**config.mk**
```make
export PLATFORM = sky130hd
export DESIGN_NAME = rtype_mc_ctrl
export DESIGN_NICKNAME = d
export VERILOG_FILES = /design/src/rtl/rtype_mc_ctrl.sv
export SDC_FILE = /design/constraint.sdc
export NUM_CORES = 1
export LEC_CHECK = 0
export CAP_MARGIN = 0
export CORE_MARGIN = 3
export CORE_UTILIZATION = 30
export DETAILED_ROUTE_END_ITERATION = 6
export GPL_TIMING_DRIVEN = 0
export PLACE_DENSITY_LB_ADDON = 0.2
export SLEW_MARGIN = 25
export SYNTH_ARGS = -nofsm -noshare
export SYNTH_HDL_FRONTEND = slang
export SYNTH_SLANG_ARGS = --single-unit
```
**constraint.sdc**
```tcl
create_clock -name clk -period 1.87 [get_ports clk]
set_clock_uncertainty 0.15 [all_clocks]
set_input_delay 0.561 -clock clk [delete_from_list [all_inputs] [get_ports clk]]
set_output_delay 0.561 -clock clk [all_outputs]
set_load 0.1 [all_outputs]
```
**src/rtl/rtype_mc_ctrl.sv**
```systemverilog
// rtl/rtype_mc_ctrl.sv - multi-cycle sequencer for the R-type MIPS datapath
module rtype_mc_ctrl #(
  parameter int EXEC_CYCLES = 1,
  parameter int CNT_W       = 16
) (
  input  logic             clk,
  input  logic             rst_n,
  input  logic             instr_valid,
  output logic             instr_ready,
  input  logic [31:0]      instr,
  input  logic             flush,
  output logic [4:0]       rs_addr,
  output logic [4:0]       rt_addr,
  output logic [4:0]       rd_addr,
  output logic [4:0]       shamt,
  output logic [2:0]       alu_ctrl,
  output logic             src_a_sel,
  output logic             reg_we,
  output logic             done,
  output logic             illegal,
  output logic             busy,
  output logic [CNT_W-1:0] retired_cnt
);

  typedef enum logic [1:0] {IDLE, DECODE, EXEC, WB} state_t;

  state_t      state, state_nx;
  logic [31:0] ir;
  logic [3:0]  exec_cnt;
  logic        fire;
  logic        legal;
  logic [2:0]  dec_alu;
  logic        dec_src_a;

  // Gating ready with rst_n keeps the source stalled for the whole reset.
  assign instr_ready = rst_n && (state == IDLE);
  assign fire        = instr_valid && instr_ready;
  assign busy        = (state != IDLE);
  assign done        = (state == WB);
  assign reg_we      = (state == WB) && (rd_addr != 5'd0);

  // Register fields come straight off the IR so they hold until the next acceptance.
  assign rs_addr = ir[25:21];
  assign rt_addr = ir[20:16];
  assign rd_addr = ir[15:11];
  assign shamt   = ir[10:6];

  always_comb begin
    legal     = 1'b0;
    dec_alu   = 3'b000;
    dec_src_a = 1'b0;
    if (ir[31:26] == 6'b000000) begin
      legal = 1'b1;
      case (ir[5:0])
        6'b100000: dec_alu = 3'b000;
        6'b100010: dec_alu = 3'b001;
        6'b100100: dec_alu = 3'b010;
        6'b100101: dec_alu = 3'b011;
        6'b100111: dec_alu = 3'b100;
        6'b101010: dec_alu = 3'b101;
        6'b000000: begin dec_alu = 3'b110; dec_src_a = 1'b1; end
        6'b000010: begin dec_alu = 3'b111; dec_src_a = 1'b1; end
        default:   legal = 1'b0;
      endcase
    end
  end

  always_comb begin
    state_nx = state;
    case (state)
      IDLE:    if (fire) state_nx = DECODE;
      DECODE:  state_nx = (legal && !flush) ? EXEC : IDLE;
      EXEC: begin
        if (flush)               state_nx = IDLE;
        else if (exec_cnt == 4'd0) state_nx = WB;
      end
      WB:      state_nx = IDLE;
      default: state_nx = IDLE;
    endcase
  end

  always_ff @(posedge clk or negedge rst_n) begin
    if (!rst_n) begin
      state       <= IDLE;
      ir          <= 32'd0;
      exec_cnt    <= 4'd0;
      alu_ctrl    <= 3'b000;
      src_a_sel   <= 1'b0;
      illegal     <= 1'b0;
      retired_cnt <= '0;
    end else begin
      state   <= state_nx;
      illegal <= (state == DECODE) && !legal && !flush;
      if (fire) ir <= instr;
      if (state == DECODE && legal && !flush) begin
        alu_ctrl  <= dec_alu;
        src_a_sel <= dec_src_a;
        exec_cnt  <= 4'(EXEC_CYCLES - 1);
      end else if (state == EXEC && exec_cnt != 4'd0) begin
        exec_cnt <= exec_cnt - 4'd1;
      end
      if (state == WB) retired_cnt <= retired_cnt + CNT_W'(1);
    end
  end

endmodule
```
==> out/metrics.csv, run 1 <==
stage,metric,value,unit
run_status,status,finished with violations,
run_status,violated checks,setup timing,
worst_setup_path,required arrival time at the worst endpoint,1160,ps
routing,initial DRC count,45,
worst_setup_path,data arrival time of the critical path,1300,ps
logic_synthesis,mux cell area share after synthesis,15.4,%
clock_tree,CTS H-tree depth,3,
global_route,largest net degree at the start of global routing,26,
sta,fin. max-slew vios,0,
worst_hold_path,Hold WC Path Type,in2async,
power,Final Total Pwr,4270,µW
worst_setup_path,Crit. End Element,primary output,
logic_synthesis,post-synthesis adder-cell area fraction,1.38,%
power,register share of total power,36.4,%
placement,HPWL after DPL,3980,µm
logic_synthesis,fraction of the mapped netlist area in simple logic gates,13.1,%
global_route,gr ovfl total,0,
worst_setup_path,type of origin of the critical path,register,
cells_and_area,Layout Nets,370,
sta,period utilisation layout,107,%
logic_synthesis,largest family of logic cells by synthesized area,multiplexers,
logic_synthesis,"Seq/Total Area, Yosys",54.5,%
sta,Max Freq,0.498,GHz
cells_and_area,post-route cell area,4400,µm²
logic_synthesis,Post-synth EDFFs,0,
logic_synthesis,"Cell Area, Synth",2710,µm²
power,Clk pwr share,27.1,%
cells_and_area,Layout Area Growth over Synthesis,62.3,%
cells_and_area,Diodes inserted,0,
die,die width,101,µm
logic_synthesis,post-synthesis compound-gate area fraction,2.35,%
sta,setup TNS,-1460,ps
cells_and_area,fillcell total,821,
global_route,vias in the first global route,2025,
logic_synthesis,Syn. warnings,0,
routing,# DRC,0,
global_route,gr usage total,12.8,%
die,Die ar.,10200,µm²
global_route,global-route wire length before repair,10100,µm
sta,Final Hold Viols,0,
logic_synthesis,"Avg Cell Area, Syn",12.6,µm²
cells_and_area,Util after Layout,50.2,%
sta,Final setup viols,36,
logic_synthesis,Post-synth ARST share,100,%
worst_setup_path,CP Max Fanout,5,
logic_synthesis,synth unique cells,35,
cells_and_area,fraction of layout cells with a size suffix above 1,55.4,%
placement,placed inst area,3760,µm²
power,worst vdd ir,0.603,mV
global_route,initial antenna violation count,0,
routing,drt total wl,6520,µm
die,number of I/O pins,81,
sta,slew margin rel.,68.0,%
sta,unrepaired setup endpoints after global routing,yes,
routing,DRT Pass-1 Iters,4,
worst_setup_path,reg2reg path depth,5,
routing,antenna-violating nets left,0,
power,Pwr Density,970,nW/µm²
routing,drt wl/cell,14.7,µm
logic_synthesis,post-synth net total,254,
die,Starting Density,30.9,%
placement,Port Buffers,80,
clock_tree,clk_lat worst skew,330,ps
logic_synthesis,"flops & latches, synth",59,
power,Comb power frac,36.6,%
clock_tree,CTS Buf Count,9,
clock_tree,Clock Tree Buf Depth,2,
clock_tree,CTS Root Cell,clkbuf_8,
routing,routed vias,2015,
clock_tree,CTS tree,done,
die,row count,34,
logic_synthesis,Cells after Synth,215,
clock_tree,"Reg clk slew, reported paths",70,ps
routing,DR vias/cell,4.54,
sta,crit path time final,2010,ps
worst_setup_path,Setup CP Type,reg2out,
power,Pint,2710,µW
placement,post-place setup slack,-1360,ps
sta,slew at the pin with the worst max-slew slack,484,ps
die,die height,101,µm
sta,PnR worst setup slack,-140,ps
clock_tree,clk sinks,59,
power,leakage,0.00204,µW
logic_synthesis,"Top FF cell, synth",dfrtp_1,
power,Psw,1560,µW
placement,GP Congestion,0.737,
power,Sw Share,36.5,%
die,Core Box Area,8760,µm²
logic_synthesis,xor/xnor cell area share of the yosys netlist,5.81,%
job,max cap viols,0,
[power by group through the flow]
stage / clock network (µW) / registers [µW] / logic [µW]
2_1_floorplan: 0 / 1560 / 1030
3_3_place_gp: 0 / 1560 / 1360
3_5_place_dp: 0 / 1560 / 1370
4_1_cts: 1190 / 1540 / 1400
5_1_grt: 1250 / 1580 / 1630
6_report: 1160 / 1550 / 1560
[path summary, 6_finish.rpt]
check | from | endpoint | slack, ps
max reg2reg | state[0] | ir[13] | -50
min reg2reg | retired_cnt[15] | retired_cnt[15] | 320
max | state[0] | instr_ready | -140
max in group asynchronous | rst_n | retired_cnt[10] | 630
min | rst_n | retired_cnt[5] | 130
min in group clk | retired_cnt[15] | retired_cnt[15] | 320
[layout make-up]
class | instances | area (µm²) | area share (%)
multi-input combinational | 125 | 1230 | 28.0
tap | 108 | 135 | 3.07
clock buffer | 11 | 141 | 3.21
timing repair buffer | 106 | 1080 | 24.6
inverter | 6 | 26.3 | 0.597
clock inverter | 5 | 52.6 | 1.19
sequential | 59 | 1510 | 34.3
buffer | 24 | 220 | 5.01
[flip-flops by register name (all words and copies together) (netlist names)]
name and count:
alu_ctrl 3, exec_cnt 4, illegal 1, ir 32
retired_cnt 16, src_a_sel 1, state 2
[worst max-delay path, cell delays in order, from the launching register on]
cell and delay [ps]:
dfrtp_2 470, nor3b_4 290, buf_12 210
[cell families after synthesis]
kind of cell,Yosys count
compound gates,9
xor+xnor,18
fa+ha+maj,3
buf+inv,31
flops,59
mux,37
simple gates,58
[per-layer routing]
layer	track usage, %	wire, µm	up-vias
met3	3.81	393	9
met1	17.1	2970	1000
met4	5.83	89	0
li1	-	-	953
met5	0	0	-
met2	19.2	3060	53
[cell usage after synthesis (3+ instances only)]
cell	n	share of area (%)
nor2_1	11	1.5
ha_1	3	1.4
and4_1	3	0.97
nand2_1	10	1.4
buf_4	20	5.5
dfrtp_1	59	54
nor3_1	4	0.74
mux2_2	37	15
buf_2	4	0.74
a21oi_1	4	0.74
xnor2_1	14	4.5
inv_1	6	0.83
nand3_1	8	1.5
xor2_1	4	1.3
[per-stage QoR]
step                hold slack (ps)  cells
floorplan                       115    215
global placement                311    403
detailed placement              266    404
CTS                             120    433
global route                    123    444
finish                          133    444
[cell usage in the layout (no fill, tap or decap), types with 2 or more instances in the layout]
| cell type | count |
|---|---|
| buf_8 | 2 |
| buf_4 | 66 |
| clkinvlp_4 | 2 |
| inv_1 | 2 |
| clkbuf_4 | 5 |
| nor2_1 | 8 |
| dfrtp_2 | 8 |
| mux2_4 | 33 |
| and3_1 | 2 |
| a21oi_1 | 2 |
| buf_2 | 2 |
| ha_1 | 3 |
| clkbuf_16 | 3 |
| mux2_2 | 4 |
| nand2_1 | 8 |
| clkbuf_8 | 10 |
| buf_12 | 6 |
| clkdlybuf4s50_1 | 33 |
| clkinv_2 | 3 |
| nor2_2 | 2 |
| and2_4 | 2 |
| dfrtp_1 | 45 |
| nor3_1 | 3 |
| inv_2 | 3 |
| dfrtp_4 | 6 |
| xnor2_1 | 14 |
| buf_6 | 8 |
| bufbuf_16 | 2 |
| a211oi_1 | 2 |
| xor2_1 | 4 |
| nand3_1 | 8 |
| and4_1 | 3 |
| nand4_1 | 2 |
[repair_timing]
item                                    in CTS  in global routing
pin swaps                                    7                  6
endpoints found under the setup margin      87                 45
buffers inserted                            10                  9
cloned                                       2                  3
resized for setup                          285                 61
endpoints found under the hold margin       10                  0
hold buffers                                 1                  0
Note: power is estimated with default switching activity, not from simulation.
==> run 2: changes to the inputs <==
Settings changed: CORE_MARGIN 3 to unset, CORE_UTILIZATION 30 to 42, TNS_END_PERCENT set to 20.
==> run 2 against run 1 <==
  * The flow still finishes with violations (setup timing)
  * Die area fell by 34%
  * Global-route usage rose by 7.1 points
  * First-iteration DRC count rose by 31%
  * Non-clock buffer count fell by 5
  * Sequential share of layout area rose by 1.7 points
  * Clock-buffer cell count rose by 4
  * Largest power group is now registers
  * Routed wire length fell by 6.8%
  * Register-to-register slack improved by 30 ps
  * Sequential power barely moved
  * Worst hold slack got worse by 22 ps
  * Critical path depth did not move
  * Fmax rose by 2.3%
==> out/metrics.csv, run 2 (same netlist as run 1, synthesis figures left out) <==
stage,metric,value,unit,change
placement,Port Buffers,80,,unchanged
placement,HPWL after DPL,3600,µm,was 3980 µm
die,Core Box Area,6060,µm²,was 8760 µm²
worst_setup_path,reg2reg end,state[0],,was ir[13]
power,worst vdd ir,0.919,mV,was 0.603 mV
job,max cap viols,0,,unchanged
worst_setup_path,data arrival time of the critical path,1250,ps,was 1300 ps
clock_tree,CTS Root Cell,clkbuf_8,,unchanged
clock_tree,clk sinks,59,,unchanged
routing,drt wl/cell,15.0,µm,was 14.7 µm
sta,Final Hold Viols,0,,unchanged
placement,post-place setup slack,-1380,ps,was -1360 ps
cells_and_area,Layout Nets,365,,was 370
cells_and_area,fillcell total,461,,was 821
cells_and_area,Largest regs,"ir x32, retired_cnt x16, exec_cnt x4",,unchanged
cells_and_area,Multi-input gate area,1100,µm²,was 1230 µm²
routing,metal2 WL,2850,µm,was 3060 µm
clock_tree,Clock Tree Buf Depth,2,,unchanged
worst_setup_path,worst r2r src,exec_cnt[0],,was state[0]
power,Pwr Density,999,nW/µm²,was 970 nW/µm²
worst_setup_path,CP Max Fanout,4,,was 5
sta,crit path time final,1960,ps,was 2010 ps
clock_tree,"Reg clk slew, reported paths",70,ps,about the same
routing,initial DRC count,59,,was 45
sta,slew margin rel.,61.6,%,was 68.0%
sta,Final setup viols,6,,was 36
worst_setup_path,type of origin of the critical path,register,,unchanged
placement,GP Congestion,0.772,,was 0.737
routing,Top Layer Used,met4,,unchanged
worst_setup_path,required arrival time at the worst endpoint,1160,ps,about the same
cells_and_area,fraction of layout cells with a size suffix above 1,48.9,%,was 55.4%
clock_tree,CTS tree,done,,unchanged
sta,unrepaired setup endpoints after global routing,yes,,unchanged
global_route,gr usage total,19.9,%,was 12.8%
die,number of I/O pins,81,,unchanged
sta,setup TNS,-213,ps,was -1460 ps
routing,DRT Pass-1 Iters,4,,unchanged
worst_setup_path,reg2reg path depth,6,,was 5
sta,fin. max-slew vios,0,,unchanged
worst_setup_path,"setup slack, reg-to-reg",-20,ps,was -50 ps
cells_and_area,Largest Register,ir,,unchanged
routing,drt total wl,6080,µm,was 6520 µm
routing,DR vias/cell,4.85,,was 4.54
cells_and_area,"commonest non-fill, non-tap cell in the layout",buf_4,,unchanged
global_route,initial antenna violation count,0,,unchanged
cells_and_area,most frequent cells in the layout,"buf_4, dfrtp_1, clkdlybuf4s50_1",,"was buf_4, dfrtp_1, mux2_4, clkdlybuf4s50_1, xnor2_1"
power,leakage,0.00191,µW,was 0.00204 µW
global_route,largest net degree at the start of global routing,21,,was 26
die,row count,28,,was 34
routing,# DRC,0,,unchanged
cells_and_area,Layout Area Growth over Synthesis,51.6,%,was 62.3%
run_status,status,finished with violations,,unchanged
power,Final Total Pwr,4110,µW,was 4270 µW
sta,slew at the pin with the worst max-slew slack,574,ps,was 484 ps
routing,routed vias,1968,,was 2015
clock_tree,CTS Buf Count,9,,unchanged
worst_setup_path,Setup CP Type,reg2out,,unchanged
die,Die ar.,6780,µm²,was 10200 µm²
routing,met3 WL,416,µm,was 393 µm
routing,antenna-violating nets left,0,,unchanged
worst_setup_path,Crit. End Element,primary output,,unchanged
sta,PnR worst setup slack,-94.0,ps,was -140 ps
die,die width,82.3,µm,was 101 µm
worst_hold_path,Hold WC Path Type,in2async,,unchanged
die,Starting Density,44.7,%,was 30.9%
routing,met1 wire length,2680,µm,was 2970 µm
clock_tree,clk_lat worst skew,330,ps,about the same
cells_and_area,number of flip-flops in the largest register,32,,unchanged
clock_tree,CTS H-tree depth,3,,unchanged
cells_and_area,Diodes inserted,0,,unchanged
cells_and_area,register area,1480,µm²,was 1510 µm²
die,die height,82.3,µm,was 101 µm
sta,period utilisation layout,105,%,was 107%
run_status,violated checks,setup timing,,unchanged
global_route,gr ovfl total,0,,unchanged
global_route,global-route wire length before repair,9670,µm,was 10100 µm
sta,Max Freq,0.509,GHz,was 0.498 GHz
global_route,vias in the first global route,2012,,was 2025
## run 2: cell count changes in the layout (fill, tap and decap cells not counted), moves of 3 or more
cell,change
mux2_4,-29
clkbuf_8,+3
dfrtp_2,-5
buf_4,-4
buf_2,+3
buf_12,-3
dfrtp_1,+11
mux2_2,+29
dfrtp_4,-6
clkbuf_16,-3
## run 2: per-stage QoR
| step | hold WS [ps] | area (µm²) | instances | utilization (%) |
|---|---|---|---|---|
| after floorplan | 115 | 2750 | 215 | - |
| final | 111 | 4110 | 406 | 67.8 |
| after CTS | 105 | 4000 | 400 | 66.0 |
| after global routing | 109 | 4110 | 406 | 67.8 |
| after global placement | 310 | 3650 | 370 | 60.2 |
| after detailed placement | 316 | 3660 | 371 | 60.4 |
## run 2: how the worst max path moves through the flow
stage,endpoint,cells after the start,slack (ps),startpoint
global route,instr_ready,2,-160,state[0]
CTS,instr_ready,2,-110,state[1]
finish,instr_ready,2,-90,state[0]
global placement,instr_ready,3,-3480,rst_n
detailed placement,instr_ready,4,-1380,rst_n
floorplan,ir[10],5,-640,rst_n
## run 2: timing repair
item / CTS / global route
resized for setup: 286 / 21
hold buffers: 3 / 0
gates cloned: 3 / 0
buffers inserted: 7 / 6
pin swaps: 4 / 6
endpoints found under the hold margin: 20 / 0
setup endpoints to repair: 84 / 37
## run 2: final cells by class
class | count | area share [%]
Sequential cell | 59 | 36.0
Timing Repair Buffer | 100 | 24.4
Clock buffer | 15 | 4.53
Inverter | 6 | 0.609
Multi-Input combinational cell | 125 | 26.9
Buffer | 25 | 5.20
Tap cell | 75 | 2.28
Clock inverter | 1 | 0.122
## run 2: where the power goes
| part | total [µW] | internal [µW] | switching, µW |
|---|---|---|---|
| clock network | 1120 | 626 | 493 |
| logic | 1430 | 535 | 897 |
| registers | 1560 | 1430 | 129 |
## run 2: layer usage
metal	vias up	GRT usage [%]
met5	-	0
met4	0	9.47
met3	15	6.70
met2	70	31.6
met1	939	24.4
li1	944	-
## run 2: critical path, cell delays in order (launching register included)
cell	delay, ps
dfrtp_2	460
nor3b_4	250
buf_12	200
